File: src/rtl/lt24_pixel_arbiter.sv
// Two-requester arbiter in front of the LT24Display pixel write port: round-robin
// grants per burst, zero-latency pass-through, off-screen beat filtering and stall timeout.
module lt24_pixel_arbiter #(
    parameter int WIDTH   = 240,
    parameter int HEIGHT  = 320,
    parameter int TIMEOUT = 64
) (
    input  logic        clock,
    input  logic        reset,

    input  logic        req0_valid,
    input  logic [7:0]  req0_x,
    input  logic [8:0]  req0_y,
    input  logic [15:0] req0_data,
    input  logic        req0_last,
    output logic        req0_ready,

    input  logic        req1_valid,
    input  logic [7:0]  req1_x,
    input  logic [8:0]  req1_y,
    input  logic [15:0] req1_data,
    input  logic        req1_last,
    output logic        req1_ready,

    output logic [7:0]  xAddr,
    output logic [8:0]  yAddr,
    output logic [15:0] pixelData,
    output logic        pixelWrite,
    input  logic        pixelReady,

    output logic [1:0]  grant,
    output logic        busy,
    output logic        timeout_pulse,
    output logic [7:0]  drop_count
);

    typedef enum logic [1:0] {
        IDLE = 2'd0,
        OWN0 = 2'd1,
        OWN1 = 2'd2
    } state_t;

    localparam logic [8:0] LP_WIDTH      = 9'(WIDTH);
    localparam logic [9:0] LP_HEIGHT     = 10'(HEIGHT);
    localparam logic [7:0] LP_STALL_LAST = 8'(TIMEOUT - 1);

    state_t      r_state;
    state_t      w_state_next;
    logic        r_last_served;
    logic        w_last_served_next;
    logic [7:0]  r_stall;
    logic [7:0]  w_stall_next;
    logic        r_timeout_pulse;
    logic        w_timeout_pulse_next;
    logic [7:0]  r_drop_count;
    logic [7:0]  w_drop_count_next;

    logic        w_req_valid [2];
    logic [7:0]  w_req_x     [2];
    logic [8:0]  w_req_y     [2];
    logic [15:0] w_req_data  [2];
    logic        w_req_last  [2];

    logic [1:0]  w_grant;
    logic [1:0]  w_req_ready;
    logic        w_owned;
    logic        w_owner;
    logic        w_own_valid;
    logic [7:0]  w_own_x;
    logic [8:0]  w_own_y;
    logic [15:0] w_own_data;
    logic        w_own_last;
    logic        w_out_of_range;
    logic        w_accept;

    assign w_req_valid[0] = req0_valid;
    assign w_req_x[0]     = req0_x;
    assign w_req_y[0]     = req0_y;
    assign w_req_data[0]  = req0_data;
    assign w_req_last[0]  = req0_last;
    assign w_req_valid[1] = req1_valid;
    assign w_req_x[1]     = req1_x;
    assign w_req_y[1]     = req1_y;
    assign w_req_data[1]  = req1_data;
    assign w_req_last[1]  = req1_last;

    assign w_grant = {r_state == OWN1, r_state == OWN0};
    assign w_owned = |w_grant;
    assign w_owner = w_grant[1];

    assign w_own_valid = w_req_valid[w_owner];
    assign w_own_x     = w_req_x[w_owner];
    assign w_own_y     = w_req_y[w_owner];
    assign w_own_data  = w_req_data[w_owner];
    assign w_own_last  = w_req_last[w_owner];

    assign w_out_of_range = ({1'b0, w_own_x} >= LP_WIDTH) || ({1'b0, w_own_y} >= LP_HEIGHT);

    // Off-screen beats are swallowed without waiting on the display; nothing is
    // accepted while reset is high so an interrupted burst cannot advance.
    generate
        for (genvar gi = 0; gi < 2; gi++) begin : g_ready
            assign w_req_ready[gi] = w_grant[gi] & ~reset & (w_out_of_range | pixelReady);
        end
    endgenerate

    assign w_accept = w_own_valid & w_req_ready[w_owner];

    assign req0_ready    = w_req_ready[0];
    assign req1_ready    = w_req_ready[1];
    assign grant         = w_grant;
    assign busy          = w_owned;
    assign timeout_pulse = r_timeout_pulse;
    assign drop_count    = r_drop_count;

    always_comb begin
        xAddr      = '0;
        yAddr      = '0;
        pixelData  = '0;
        pixelWrite = 1'b0;
        if (w_owned) begin
            xAddr      = w_own_x;
            yAddr      = w_own_y;
            pixelData  = w_own_data;
            pixelWrite = w_own_valid & ~w_out_of_range & ~reset;
        end
    end

    always_comb begin
        w_state_next         = r_state;
        w_last_served_next   = r_last_served;
        w_stall_next         = r_stall;
        w_timeout_pulse_next = 1'b0;
        w_drop_count_next    = r_drop_count;

        unique case (r_state)
            IDLE: begin
                w_stall_next = '0;
                if (req0_valid && req1_valid) begin
                    w_state_next = r_last_served ? OWN0 : OWN1;
                end else if (req0_valid) begin
                    w_state_next = OWN0;
                end else if (req1_valid) begin
                    w_state_next = OWN1;
                end
            end
            OWN0, OWN1: begin
                if (w_own_valid) begin
                    w_stall_next = '0;
                    if (w_accept && w_out_of_range && (r_drop_count != 8'hFF)) begin
                        w_drop_count_next = r_drop_count + 8'd1;
                    end
                    if (w_accept && w_own_last) begin
                        w_state_next       = IDLE;
                        w_last_served_next = w_owner;
                    end
                end else if (r_stall == LP_STALL_LAST) begin
                    // This is the TIMEOUT-th consecutive stalled cycle: revoke.
                    w_state_next         = IDLE;
                    w_last_served_next   = w_owner;
                    w_stall_next         = '0;
                    w_timeout_pulse_next = 1'b1;
                end else begin
                    w_stall_next = r_stall + 8'd1;
                end
            end
            default: begin
                w_state_next = IDLE;
            end
        endcase
    end

    always_ff @(posedge clock) begin
        if (reset) begin
            r_state         <= IDLE;
            r_last_served   <= 1'b1;
            r_stall         <= '0;
            r_timeout_pulse <= 1'b0;
            r_drop_count    <= '0;
        end else begin
            r_state         <= w_state_next;
            r_last_served   <= w_last_served_next;
            r_stall         <= w_stall_next;
            r_timeout_pulse <= w_timeout_pulse_next;
            r_drop_count    <= w_drop_count_next;
        end
    end

endmodule

File: config.mk
export PLATFORM = sky130hd
export DESIGN_NAME = lt24_pixel_arbiter
export DESIGN_NICKNAME = d
export VERILOG_FILES = /design/src/rtl/lt24_pixel_arbiter.sv
export SDC_FILE = /design/constraint.sdc
export NUM_CORES = 1
export LEC_CHECK = 0
export CORE_AREA = 4 4 58 60
export DETAILED_ROUTE_END_ITERATION = 8
export DIE_AREA = 0 0 62 64
export DONT_BUFFER_PORTS = 1
export PLACE_DENSITY = 0.77
export SETUP_SLACK_MARGIN = 0.4
export SKIP_LAST_GASP = 1
export SLEW_MARGIN = 20
export SYNTH_ARGS = -nofsm -noshare
export SYNTH_HDL_FRONTEND = slang
export SYNTH_SLANG_ARGS = --single-unit
File: constraint.sdc
create_clock -name clock -period 3.14 [get_ports clock]
set_input_delay 0.314 -clock clock [delete_from_list [all_inputs] [get_ports clock]]
set_output_delay 0.314 -clock clock [all_outputs]
set_load 0.02 [all_outputs]
== Word-level counts from Yosys, hierarchy flattened ==
Cells that the tools add are included.
Word-level totals
  register bits after elaboration: 20
  bits of input ports: 73
  logic and storage cells: 80
Cells by class
  $add $sub $neg: 2
  order comparisons: 4
  equality and inequality tests: 8
  muxes and demuxes: 36
  bitwise operators: 12
  reduce and logical (&&, ||, !) cells: 13
Operator list (count)
  two-way mux 16 bit: 4
  two-way mux 8 bit: 6
  two-way mux 9 bit: 4
  adder 8 x 1 -> 8 bit, second input constant: 2
  one-hot mux 8 bit (2 select lines): 1
  two-way mux 2 bit: 7
  two-way mux 1 bit: 13
  >= comparator 9 bit, second input constant: 1
  AND reduction 3 bit: 3
  equality test 8 x 6 -> 1 bit, second input constant: 1
  >= comparator 8 bit, second input constant: 1
  inequality test 8 bit, second input constant: 1
  AND 1 bit: 7
  logical AND 1 bit: 4
  inequality test 4 bit, second input constant: 1
  one-hot mux 2 bit (2 select lines): 1
  nonzero test 2 bit: 2
  inequality test 3 x 1 -> 1 bit, second input constant: 1
  inequality test 3 x 2 -> 1 bit, second input constant: 1
  NOT 1 bit: 3
  OR reduction 3 bit: 1
  equality test 2 x 1 -> 1 bit, second input constant: 1
  equality test 2 bit, second input constant: 1
  >= comparator 2 bit, second input constant: 1
  7 further kinds: 7

== Logic depth before layout (Yosys ltp) ==
Gate-level depths: netlist of run 1.
  depth in word-level cells: 16
  mapped depth: 9
  mapped depth without buffers: 7

== Worst setup path before layout of run 1 ==
OpenSTA, ideal clock, no wires.
  path type: flip-flop to flip-flop
  start point: register r_state[0]
  end point: register r_drop_count[3], in the netlist drop_count[3]
  setup time: 60 ps
  data arrival time: 1987 ps
  required time: 3080 ps
  setup slack: 1093 ps
  stages on the path, launching flop included: 9
  clock period less this slack: 2047 ps
  cells stage by stage: dfxtp_1 inv_1 ha_1 clkbuf_2 nor2b_1 nand3_2 buf_6 or4_1 nand2_1
RTL lines
  from (decl): line 47  | state_t r_state;
  from (signal assigned): line 181  | r_state <= w_state_next;
  equality test 2 x 1 -> 1 bit or equality test 2 bit (tied branches): line 87  | assign w_grant = {r_state == OWN1, r_state == OWN0};
  OR reduction 2 bit (*)
  via busy: line 32  | output logic busy,
  AND reduction 3 bit (no source line) (*)
  to (signal assigned): line 185  | r_drop_count <= w_drop_count_next;
  to (decl): line 55  | logic [7:0] r_drop_count;
The timed path passes the listed nets; every way through them passes the cells marked *. The select of a mux whose other input is x is not followed.
A chain may end at the register's enable or synchronous reset.

== Worst setup path in the final report of run 1 ==
  start point: register r_state[0]
  end point: output port req0_ready
Between the ends
  longest elaborated chain between the ends: 9
RTL lines
  equality test 2 bit: line 87
  NOT 1 -> 2 bit (not written as such): line 92, 93
  two-way mux 9 bit (not written as such) or two-way mux 8 bit (tied branches) (3 in a row): line 93, 92
  >= comparator 9 bit or >= comparator 8 bit (tied branches): line 97  | assign w_out_of_range = ({1'b0, w_own_x} >= LP_WIDTH) || ({1'b0, w_own_y} >= LP_HEIGHT);
  logical OR 1 bit: line 97
  OR 1 bit: line 103  | assign w_req_ready[gi] = w_grant[gi] & ~reset & (w_out_of_range | pixelReady);
  AND 1 bit (*): line 103
  to (decl): line 16  | output logic req0_ready,
Every way passes the cells marked *; elsewhere a longest branch is shown, timed or not. The select of a mux whose other input is x is not followed.

==> impl_metrics.env, run 1 <==
export IMPL_syn_avg_cell_area_um2=7.96
export IMPL_relSlewSlack=0.522
export IMPL_synth_seq_cells=20
export IMPL_cp_start_kind="flop"
export IMPL_place_detailed_hpwl_mm=3.54
export IMPL_core_mm2=0.00293
export IMPL_required_ns=2.83
export IMPL_worst_slew_pin_slew_ns=0.710
export IMPL_yosysUniqueCellTypes=44
export IMPL_yosys_warnings=0
export IMPL_antenna_found_initial=0
export IMPL_pin_count=121
export IMPL_cts_made_buffers=3
export IMPL_postSynthCellCount=221
export IMPL_tns_ns=0
export IMPL_clock_skew_ns=0.00447
export IMPL_crit_path_max_fanout=17
export IMPL_post_drt_wl_per_cell_um=18.0
export IMPL_synth_edf_count=0
export IMPL_leakage_nw=0.623
export IMPL_die_area_mm2=0.00397
export IMPL_min_path_cells=1
export IMPL_dp_slack_ns=0.830
export IMPL_met1_usage=0.273
export IMPL_initial_core_util=0.601
export IMPL_max_freq_mhz=390
export IMPL_drt_iter0_drc=84
export IMPL_dp_cells=246
export IMPL_final_util=0.623
export IMPL_synth_async_sr_flop_share=0
export IMPL_grtUsageTotal=0.218
export IMPL_wl_mm=4.50
export IMPL_final_nets=297
export IMPL_yosys_area_top_type="dfxtp_1"
export IMPL_use_met3=0.0808
export IMPL_whs_endpoint="r_state[0]"
export IMPL_vdd_ir_drop_worst_uv=563
export IMPL_grt_start_max_net_pins=38
export IMPL_drc=0
export IMPL_cts_clk_slew_worst_paths_ns=0.12
export IMPL_tritoncts="built"
export IMPL_synth_top_area_share=0.228
export IMPL_p_per_area_mw_per_mm2=834
export IMPL_reg2reg_slack_ns=0.88
export IMPL_synth_area_top_cells="dfxtp_1 (23%), mux2i_1 (19%), nor2b_1 (12%)"
export IMPL_gp_routability_congestion=0.798
export IMPL_crit_reg2reg_launch="r_state[0]"
export IMPL_rsz0062_at_grt="true"
export IMPL_grt_overflow=0
export IMPL_vias_per_cell=6.23
export IMPL_layout_min_cycle_time_ns=2.57
export IMPL_critPathCaptureType="output pin"
export IMPL_cp_slowest_cell="ha_2"
export IMPL_clock_sinks=20
export IMPL_htreeDepth=1
export IMPL_drtPass1Iterations=4
export IMPL_grt_pass1_vias=1426
export IMPL_critPathMaxStageDelay_ns=0.43
export IMPL_ant_nets=0
export IMPL_synth_flop_cell="dfxtp_1"
export IMPL_cap_violations=0
export IMPL_min_path_type="input pin to flop"
export IMPL_holdWs_ns=0.0432
export IMPL_seq_area_frac_synth=0.228
export IMPL_crit_chain="inv_1 > ha_2 > nand2b_1 > o221ai_1 > nor3_1 > nor3b_1 > buf_4"
export IMPL_final_hold_violation_count=0
export IMPL_die_h_um=64
export IMPL_antennaDiodeCount=0
export IMPL_syn_nets=300
export IMPL_worstHoldStart="reset"
export IMPL_grt_pass1_wl_mm=6.66
export IMPL_rows=20
export IMPL_critical_path_top_delay_family="simple AND/OR/NAND/NOR gates"
export IMPL_nFillCells=275
export IMPL_busiest_layer="met2"
export IMPL_worst_path_buf_inv=2
export IMPL_port_buffer_count=0
export IMPL_route_vias_total=1557
export IMPL_grtUsageMet2=0.339
export IMPL_clock_path_buffers=2
export IMPL_die_w_um=62
export IMPL_clock_latency_ns=0.32
export IMPL_reg2reg_to="drop_count[5]"
export IMPL_finalWorstSetupSlack_ns=0.574
export IMPL_status="finished, final reports clean"
export IMPL_area_growth_pct=3.70
export IMPL_cts_root_buf="clkbuf_4"
export IMPL_syn_area_mm2=0.00176
export IMPL_worst_ep_arrival_time_ns=2.25
export IMPL_fin_crit_sh=0.817
export IMPL_crit_type="flop to output pin"
export IMPL_startpoint="r_state[0]"
export IMPL_r2r_cells=8
export IMPL_finalSetupViolations=0
export IMPL_final_cell_count_no_fill=250
export IMPL_layout_drive_gt1_share=0.0691
export IMPL_slew_violations=0
==> timing repair <==
| item | 4_1_cts | 5_1_grt |
|---|---|---|
| buffers inserted | 0 | 0 |
| setup endpoints to repair | 0 | 1 |
| gates resized for setup | 0 | 1 |
| hold buffers | 0 | 0 |
==> worst max-delay path by stage <==
| stage | end | slack (ns) | cells past startpoint |
|---|---|---|---|
| 2_1_floorplan | drop_count[3] | 1.09 | 8 |
| 3_3_place_gp | req1_ready | 0.92 | 6 |
| 3_5_place_dp | req1_ready | 0.83 | 6 |
| 4_1_cts | req1_ready | 0.45 | 6 |
| 5_1_grt | req0_ready | 0.35 | 7 |
| 6_report | req0_ready | 0.57 | 7 |
==> cells by family after synthesis <==
kind of cell / share of synthesized area
mux: 0.194
flops: 0.228
simple gates: 0.341
xor+xnor: 0.0299
compound gates: 0.110
fa+ha+maj: 0.0427
buf+inv: 0.0548
==> cell usage in the layout, fill, tap and decap left out, drive strengths merged, types with 6 or more instances in the layout <==
cell type and instances:
a21oi 8, dfxtp 20, ha 6, inv 6, mux2i 33, nand2 14
nand3 12, nor2 18, nor2b 35, o21ai 7
==> power breakdown <==
part / switching (mW) / internal (mW) / total [mW]
Combinational: 0.681 / 0.336 / 1.02
Sequential: 0.0156 / 0.269 / 0.284
Clock: 0.0913 / 0.129 / 0.221
==> through the flow <==
| step | area, um2 | total power, mW |
|---|---|---|
| after floorplan | 1760 | 1.20 |
| after global placement | 1770 | 1.29 |
| after detailed placement | 1770 | 1.30 |
| after CTS | 1820 | 1.52 |
| after global routing | 1820 | 1.60 |
| final | 1820 | 1.52 |
==> cell usage after synthesis (2+ instances only) <==
cell and n:
o22ai_1 3, nor2b_1 35, ha_1 6, buf_2 4, o31ai_1 3, nand2_1 14, a21boi_0 2, inv_1 6
o311ai_1 2, mux2i_1 33, nand2b_1 2, nor2_1 18, o21ai_0 4, and2_1 2, dfxtp_1 20, xnor2_1 4
xor2_1 2, nand4_1 5, buf_6 2, nand3_1 11, o21ai_1 2, clkbuf_1 5, a21oi_1 7, or4_1 4
nor3b_1 4, nor3_1 2, or3_1 2
==> layer usage <==
layer  vias up  wire (um)
met5         -          0
met2        71       2130
met1       703       1810
met3         7        492
li1        776          -
met4         0         73
==> registers in the layout (all words and copies together), names as in the netlist <==
name and count:
drop_count 8, r_last_served 1, r_stall 8, r_state 2
timeout_pulse 1
==> layout make-up <==
type,count,area [um2],share of cell area
multi-input cells,182,1270,0.696
flip-flops and latches,20,400,0.219
well taps,33,41.3,0.0226
repair buffers,5,37.5,0.0206
clock inverters,1,30.0,0.0165
clock buffers,3,22.5,0.0123
inverters,6,22.5,0.0123
Note: power is estimated with default switching activity, not from simulation.
==> inputs of run 2 (changes only) <==
Clock period 3.14 ns to 2.4 ns, I/O delays scaled along.
==> run 2 against run 1 <==
  * Sequential cell count stayed put
  * First-iteration DRC count rose by 92%
  * Core utilization up 10 points
  * Non-clock buffer count rose by 14
  * Clock skew fell by 0.0015 ns
  * Combinational power rose by 66%
  * Design area grew 16%
  * Die area stayed put
  * Critical endpoint is now xAddr[6]
  * Largest cell class unchanged
==> impl_metrics.env, run 2 (same netlist as run 1, synthesis figures left out) <==
export IMPL_min_path_type="input pin to flop"
export IMPL_cts_made_buffers=3
export IMPL_grt_overflow=0
export IMPL_die_area_mm2=0.00397
export IMPL_leakage_nw=0.725
export IMPL_rows=20
export IMPL_cp_start_kind="flop"
export IMPL_status="finished, final reports clean"
export IMPL_reg2reg_to="drop_count[5]"
export IMPL_clock_latency_ns=0.30
export IMPL_pin_count=121
export IMPL_whs_endpoint="timeout_pulse"
export IMPL_drtPass1Iterations=4
export IMPL_grtUsageMet2=0.381
export IMPL_drc=0
export IMPL_busiest_layer="met2"
export IMPL_use_met3=0.0626
export IMPL_worstHoldStart="reset"
export IMPL_tns_ns=0
export IMPL_htreeDepth=1
export IMPL_port_buffer_count=0
export IMPL_place_detailed_hpwl_mm=3.26
export IMPL_grt_pass1_wl_mm=6.86
export IMPL_ant_nets=0
export IMPL_die_w_um=62
export IMPL_fin_crit_sh=0.822
export IMPL_crit_type="flop to output pin"
export IMPL_clock_sinks=20
export IMPL_reg2reg_slack_ns=0.45
export IMPL_wl_mm=5.05
export IMPL_antenna_found_initial=0
export IMPL_clock_path_buffers=2
export IMPL_min_path_cells=1
export IMPL_clock_skew_ns=0.00301
export IMPL_finalPower_mw=2.23
export IMPL_grtUsageTotal=0.222
export IMPL_layout_min_cycle_time_ns=1.97
export IMPL_area_growth_pct=20.7
export IMPL_r2r_cells=6
export IMPL_ctsHoldBuffers=1
export IMPL_core_mm2=0.00293
export IMPL_cts_root_buf="clkbuf_4"
export IMPL_required_ns=2.16
export IMPL_relSlewSlack=0.647
export IMPL_drt_iter0_drc=161
export IMPL_grt_pass1_vias=1539
export IMPL_p_per_area_mw_per_mm2=1050
export IMPL_vdd_ir_drop_worst_uv=866
export IMPL_gp_routability_congestion=0.820
export IMPL_tritoncts="built"
export IMPL_max_freq_mhz=507
export IMPL_grt_start_max_net_pins=38
export IMPL_slew_violations=0
export IMPL_vias_per_cell=6.41
export IMPL_final_cell_mix="mux2i_1 (32), nor2b_2 (32), dfxtp_1 (18)"
export IMPL_worst_ep_arrival_time_ns=1.73
export IMPL_crit_path_max_fanout=37
export IMPL_antennaDiodeCount=0
export IMPL_route_vias_total=1686
export IMPL_initial_core_util=0.601
export IMPL_final_nets=311
export IMPL_cts_clk_slew_worst_paths_ns=0.11
export IMPL_met1_usage=0.261
export IMPL_layout_drive_gt1_share=0.322
export IMPL_worst_slew_pin_slew_ns=0.525
export IMPL_rsz0062_at_grt="true"
export IMPL_cap_violations=0
export IMPL_die_h_um=64
export IMPL_crit_reg2reg_launch="r_state[1]"
export IMPL_critPathCaptureType="output pin"
export IMPL_final_hold_violation_count=0
export IMPL_finalSetupViolations=0
export IMPL_post_drt_wl_per_cell_um=19.2
run 2: cell count changes in the layout (fill, tap and decap cells not counted), sizes merged:
cell	delta
buf	+13
dlygate4sd3	+1
bufinv	-1
run 2: worst max path at each step:
| stage | startpoint | endpoint | slack, ns | cells after the start |
|---|---|---|---|---|
| 6_report | r_state[1] | xAddr[6] | 0.43 | 5 |
| 5_1_grt | r_state[1] | xAddr[6] | 0.33 | 5 |
| 4_1_cts | r_state[0] | pixelWrite | 0.39 | 7 |
| 3_5_place_dp | r_state[0] | drop_count[7] | 0.26 | 8 |
| 3_3_place_gp | r_state[0] | drop_count[7] | 0.35 | 8 |
| 2_1_floorplan | r_state[1] | drop_count[3] | 0.43 | 8 |
run 2: through the flow:
stage	setup WS, ns	instance area (um2)	hold WS, ns	cells	utilization
3_5_place_dp	0.263	1790	0.309	249	0.613
5_1_grt	0.333	2120	-0.00553	263	0.725
2_1_floorplan	0.431	1760	0.475	221	-
3_3_place_gp	0.354	1790	0.307	249	0.613
6_report	0.426	2120	0.00577	263	0.725
4_1_cts	0.389	2020	0.00319	259	0.691
run 2: critical path, stage by stage, from the launching register on:
cell	delay [ns]
dfxtp_4	0.39
inv_1	0.06
ha_2	0.36
buf_12	0.18
a21boi_0	0.24
buf_4	0.18
run 2: cell type report:
cell class                 instances  area (um2)
tap                               33        41.3
sequential                        20         405
clock buffer                       3        22.5
fill                             205         805
inverter                           6        22.5
timing repair buffer              19         178
multi-input combinational        182        1450
run 2: where the power goes:
group          total (mW)  leakage, nW  internal, mW  switching [mW]
sequential          0.381        0.163         0.357          0.0237
clock               0.159       0.0138        0.0587           0.100
combinational        1.69        0.549         0.696           0.997
run 2: timing repair:
item,4_1_cts,5_1_grt
resized for setup,50,16
pin swaps,2,7
hold endpoints to repair,8,1
setup buffers,6,4
endpoints found under the setup margin,44,49
run 2: metal layers:
| metal | wire [um] | vias up |
|---|---|---|
| met2 | 2720 | 89 |
| met5 | 0 | - |
| met3 | 376 | 11 |
| met4 | 74 | 0 |
| li1 | - | 806 |
| met1 | 1880 | 780 |
==> inputs of run 3 (changes only) <==
Settings changed: ABC_AREA set to 1, CORE_AREA 4 4 58 60 to 4 4 57 59, DIE_AREA 0 0 62 64 to 0 0 61 63, PLACE_DENSITY 0.77 to 0.78.
Clock period 2.4 ns to 2 ns, I/O delays scaled along.
==> run 3 against run 2 <==
  * The flow now finishes with violations (hold timing, setup timing)
  * Sequential power increased by 21%
  * Global-route usage grew 4.9 points
  * Clock skew rose by 0.014 ns
  * Largest cell class unchanged
  * Largest power group unchanged
==> impl_metrics.env, run 3 <==
export IMPL_status="finished, violations left"
export IMPL_violations="hold timing, setup timing"
export IMPL_relSlewSlack=0.736
export IMPL_p_comb_frac=0.793
export IMPL_cp_start_kind="flop"
export IMPL_antenna_found_initial=0
export IMPL_pin_count=121
export IMPL_die_h_um=63
export IMPL_seq_power_share=0.136
export IMPL_required_ns=1.80
export IMPL_port_buffer_count=0
export IMPL_clock_latency_ns=0.31
export IMPL_htreeDepth=1
export IMPL_worst_slew_pin_slew_ns=0.393
export IMPL_min_path_type="input pin to flop"
export IMPL_yosysUniqueCellTypes=30
export IMPL_drt_iter0_drc=237
export IMPL_die_w_um=61
export IMPL_area_growth_pct=42.2
export IMPL_ant_nets=0
export IMPL_final_nets=406
export IMPL_clock_path_buffers=2
export IMPL_synth_most_common_cell="nor2_1"
export IMPL_syn_avg_cell_area_um2=5.75
export IMPL_synth_async_sr_flop_share=0
export IMPL_syn_area_mm2=0.00170
export IMPL_synth_top_area_share=0.235
export IMPL_leakage_nw=1.08
export IMPL_layout_drive_gt1_share=0.380
export IMPL_synth_flop_cell="dfxtp_1"
export IMPL_slew_violations=0
export IMPL_synth_area_top_cells="dfxtp_1 (24%), nor2_1 (17%), nand2_1 (12%)"
export IMPL_p_int_mw=1.55
export IMPL_synth_seq_cells=20
export IMPL_yosys_warnings=0
export IMPL_synth_edf_count=0
export IMPL_drc=0
export IMPL_syn_nets=375
export IMPL_dp_slack_ns=0.0764
export IMPL_mostFrequentLayoutCell="nor2_1"
export IMPL_layout_min_cycle_time_ns=2.07
export IMPL_holdWs_ns=-0.0649
export IMPL_yosys_area_top_type="dfxtp_1"
export IMPL_place_detailed_hpwl_mm=3.53
export IMPL_route_vias_total=2223
export IMPL_p_per_area_mw_per_mm2=1390
export IMPL_finalSetupViolations=7
export IMPL_drtPass1Iterations=5
export IMPL_core_mm2=0.00271
export IMPL_switching_power_mw=1.82
export IMPL_grt_pass1_vias=1913
export IMPL_crit_path_max_fanout=6
export IMPL_final_cell_mix="nor2_1 (44), nand2_1 (37), inv_1 (31)"
export IMPL_fin_crit_sh=1.04
export IMPL_cts_root_buf="clkbuf_4"
export IMPL_vias_per_cell=6.23
export IMPL_grtUsageTotal=0.272
export IMPL_p_clk_frac=0.070
export IMPL_gp_routability_congestion=0.906
export IMPL_max_freq_mhz=482
export IMPL_grt_overflow=0
export IMPL_clock_sinks=20
export IMPL_finalWorstSetupSlack_ns=-0.0746
export IMPL_switching_share=0.540
export IMPL_grt_pass1_wl_mm=8.21
export IMPL_cts_clk_slew_worst_paths_ns=0.12
export IMPL_worst_ep_arrival_time_ns=1.87
export IMPL_seq_area_frac_synth=0.235
export IMPL_cap_violations=0
export IMPL_crit_type="flop to output pin"
export IMPL_nFillCells=126
export IMPL_final_hold_violation_count=9
export IMPL_grt_start_max_net_pins=30
export IMPL_post_drt_wl_per_cell_um=19.1
export IMPL_initial_core_util=0.628
export IMPL_wl_mm=6.83
export IMPL_synth_commonest_cells="nor2_1 (78), nand2_1 (53), inv_1 (35), o21ai_0 (29), dfxtp_1 (20)"
export IMPL_vdd_ir_drop_worst_uv=1380
export IMPL_rsz0062_at_grt="true"
export IMPL_postSynthCellCount=296
export IMPL_cts_made_buffers=3
export IMPL_finalPower_mw=3.37
export IMPL_tns_ns=-0.206
export IMPL_tritoncts="built"
export IMPL_clock_skew_ns=0.0166
export IMPL_antennaDiodeCount=0
export IMPL_rows=19
export IMPL_die_area_mm2=0.00384
export IMPL_critPathCaptureType="output pin"
-- run 3: cell count changes after synthesis, sizes merged, moves of 6 or more --
cell / change
nand2: +43
nor2b: -35
inv: +30
mux2i: -33
nor2: +62
o21ai: +26
nand3: +6
-- run 3: through the flow --
stage	area, um2	hold slack [ns]	util	std cells
final	2420	-0.0649	0.893	357
after global routing	2420	-0.0901	0.893	357
after CTS	2150	-0.0580	0.793	348
after detailed placement	1890	0.272	0.697	330
after global placement	1890	0.269	0.697	330
after floorplan	1800	0.374	-	296
-- run 3: cells by family (layout without fill, tap and decap cells) --
| family | Yosys count | count (layout) | share of synthesized area |
|---|---|---|---|
| and+or+nand+nor | 164 | 164 | 0.404 |
| buffers and inverters | 49 | 79 | 0.115 |
| AOI/OAI and AO/OA | 48 | 48 | 0.156 |
| DFF | 20 | 20 | 0.235 |
| xor gates and xnor gates | 9 | 9 | 0.0463 |
| adders and majority gates | 6 | 6 | 0.0441 |
-- run 3: cell type report --
type	instances	area, um2	area share
Multi-Input combinational cell	227	1390	0.576
Sequential cell	20	405	0.167
Timing Repair Buffer	38	390	0.161
Inverter	37	156	0.0646
Tap cell	31	38.8	0.0160
Clock buffer	4	36.3	0.0150
-- run 3: final timing paths --
kind	start	to	depth (start not counted)	slack, ns
min reg2reg	r_last_served	r_last_served	2	0.49
max	r_state[0]	pixelWrite	10	-0.07
max reg2reg	r_state[0]	drop_count[0]	11	-0.05
min	reset	drop_count[3]	1	-0.06
-- run 3: repair_timing --
| item | in CTS | in global routing |
|---|---|---|
| gates resized for setup | 30 | 47 |
| pin swaps | 11 | 20 |
| setup buffers | 13 | 8 |
| hold endpoints to repair | 9 | 9 |
| endpoints found under the setup margin | 55 | 53 |
| gates cloned | 1 | 1 |
-- run 3: metal layers --
layer / up-vias / part of all wire / track usage
met5: - / 0 / 0
met4: 0 / 0.059 / 0.0786
met3: 42 / 0.093 / 0.0661
met2: 172 / 0.52 / 0.504
met1: 1015 / 0.33 / 0.289
li1: 994 / - / -
-- run 3: power by group through the flow --
stage	clock network [mW]	logic [mW]	registers, mW
floorplan	0	1.42	0.462
global placement	0	1.63	0.462
detailed placement	0	1.63	0.464
CTS	0.238	2.05	0.455
global route	0.263	2.84	0.463
finish	0.237	2.67	0.460
-- run 3: worst max-delay path, cell delays in order, from the launching register on --
cell and delay (ns):
dfxtp_2 0.35, inv_4 0.06, ha_4 0.21, buf_6 0.13, nand2_2 0.06, nand2_2 0.08, nand2_1 0.09, nand2_2 0.13
nand2_2 0.09, nor3_2 0.21, buf_4 0.17
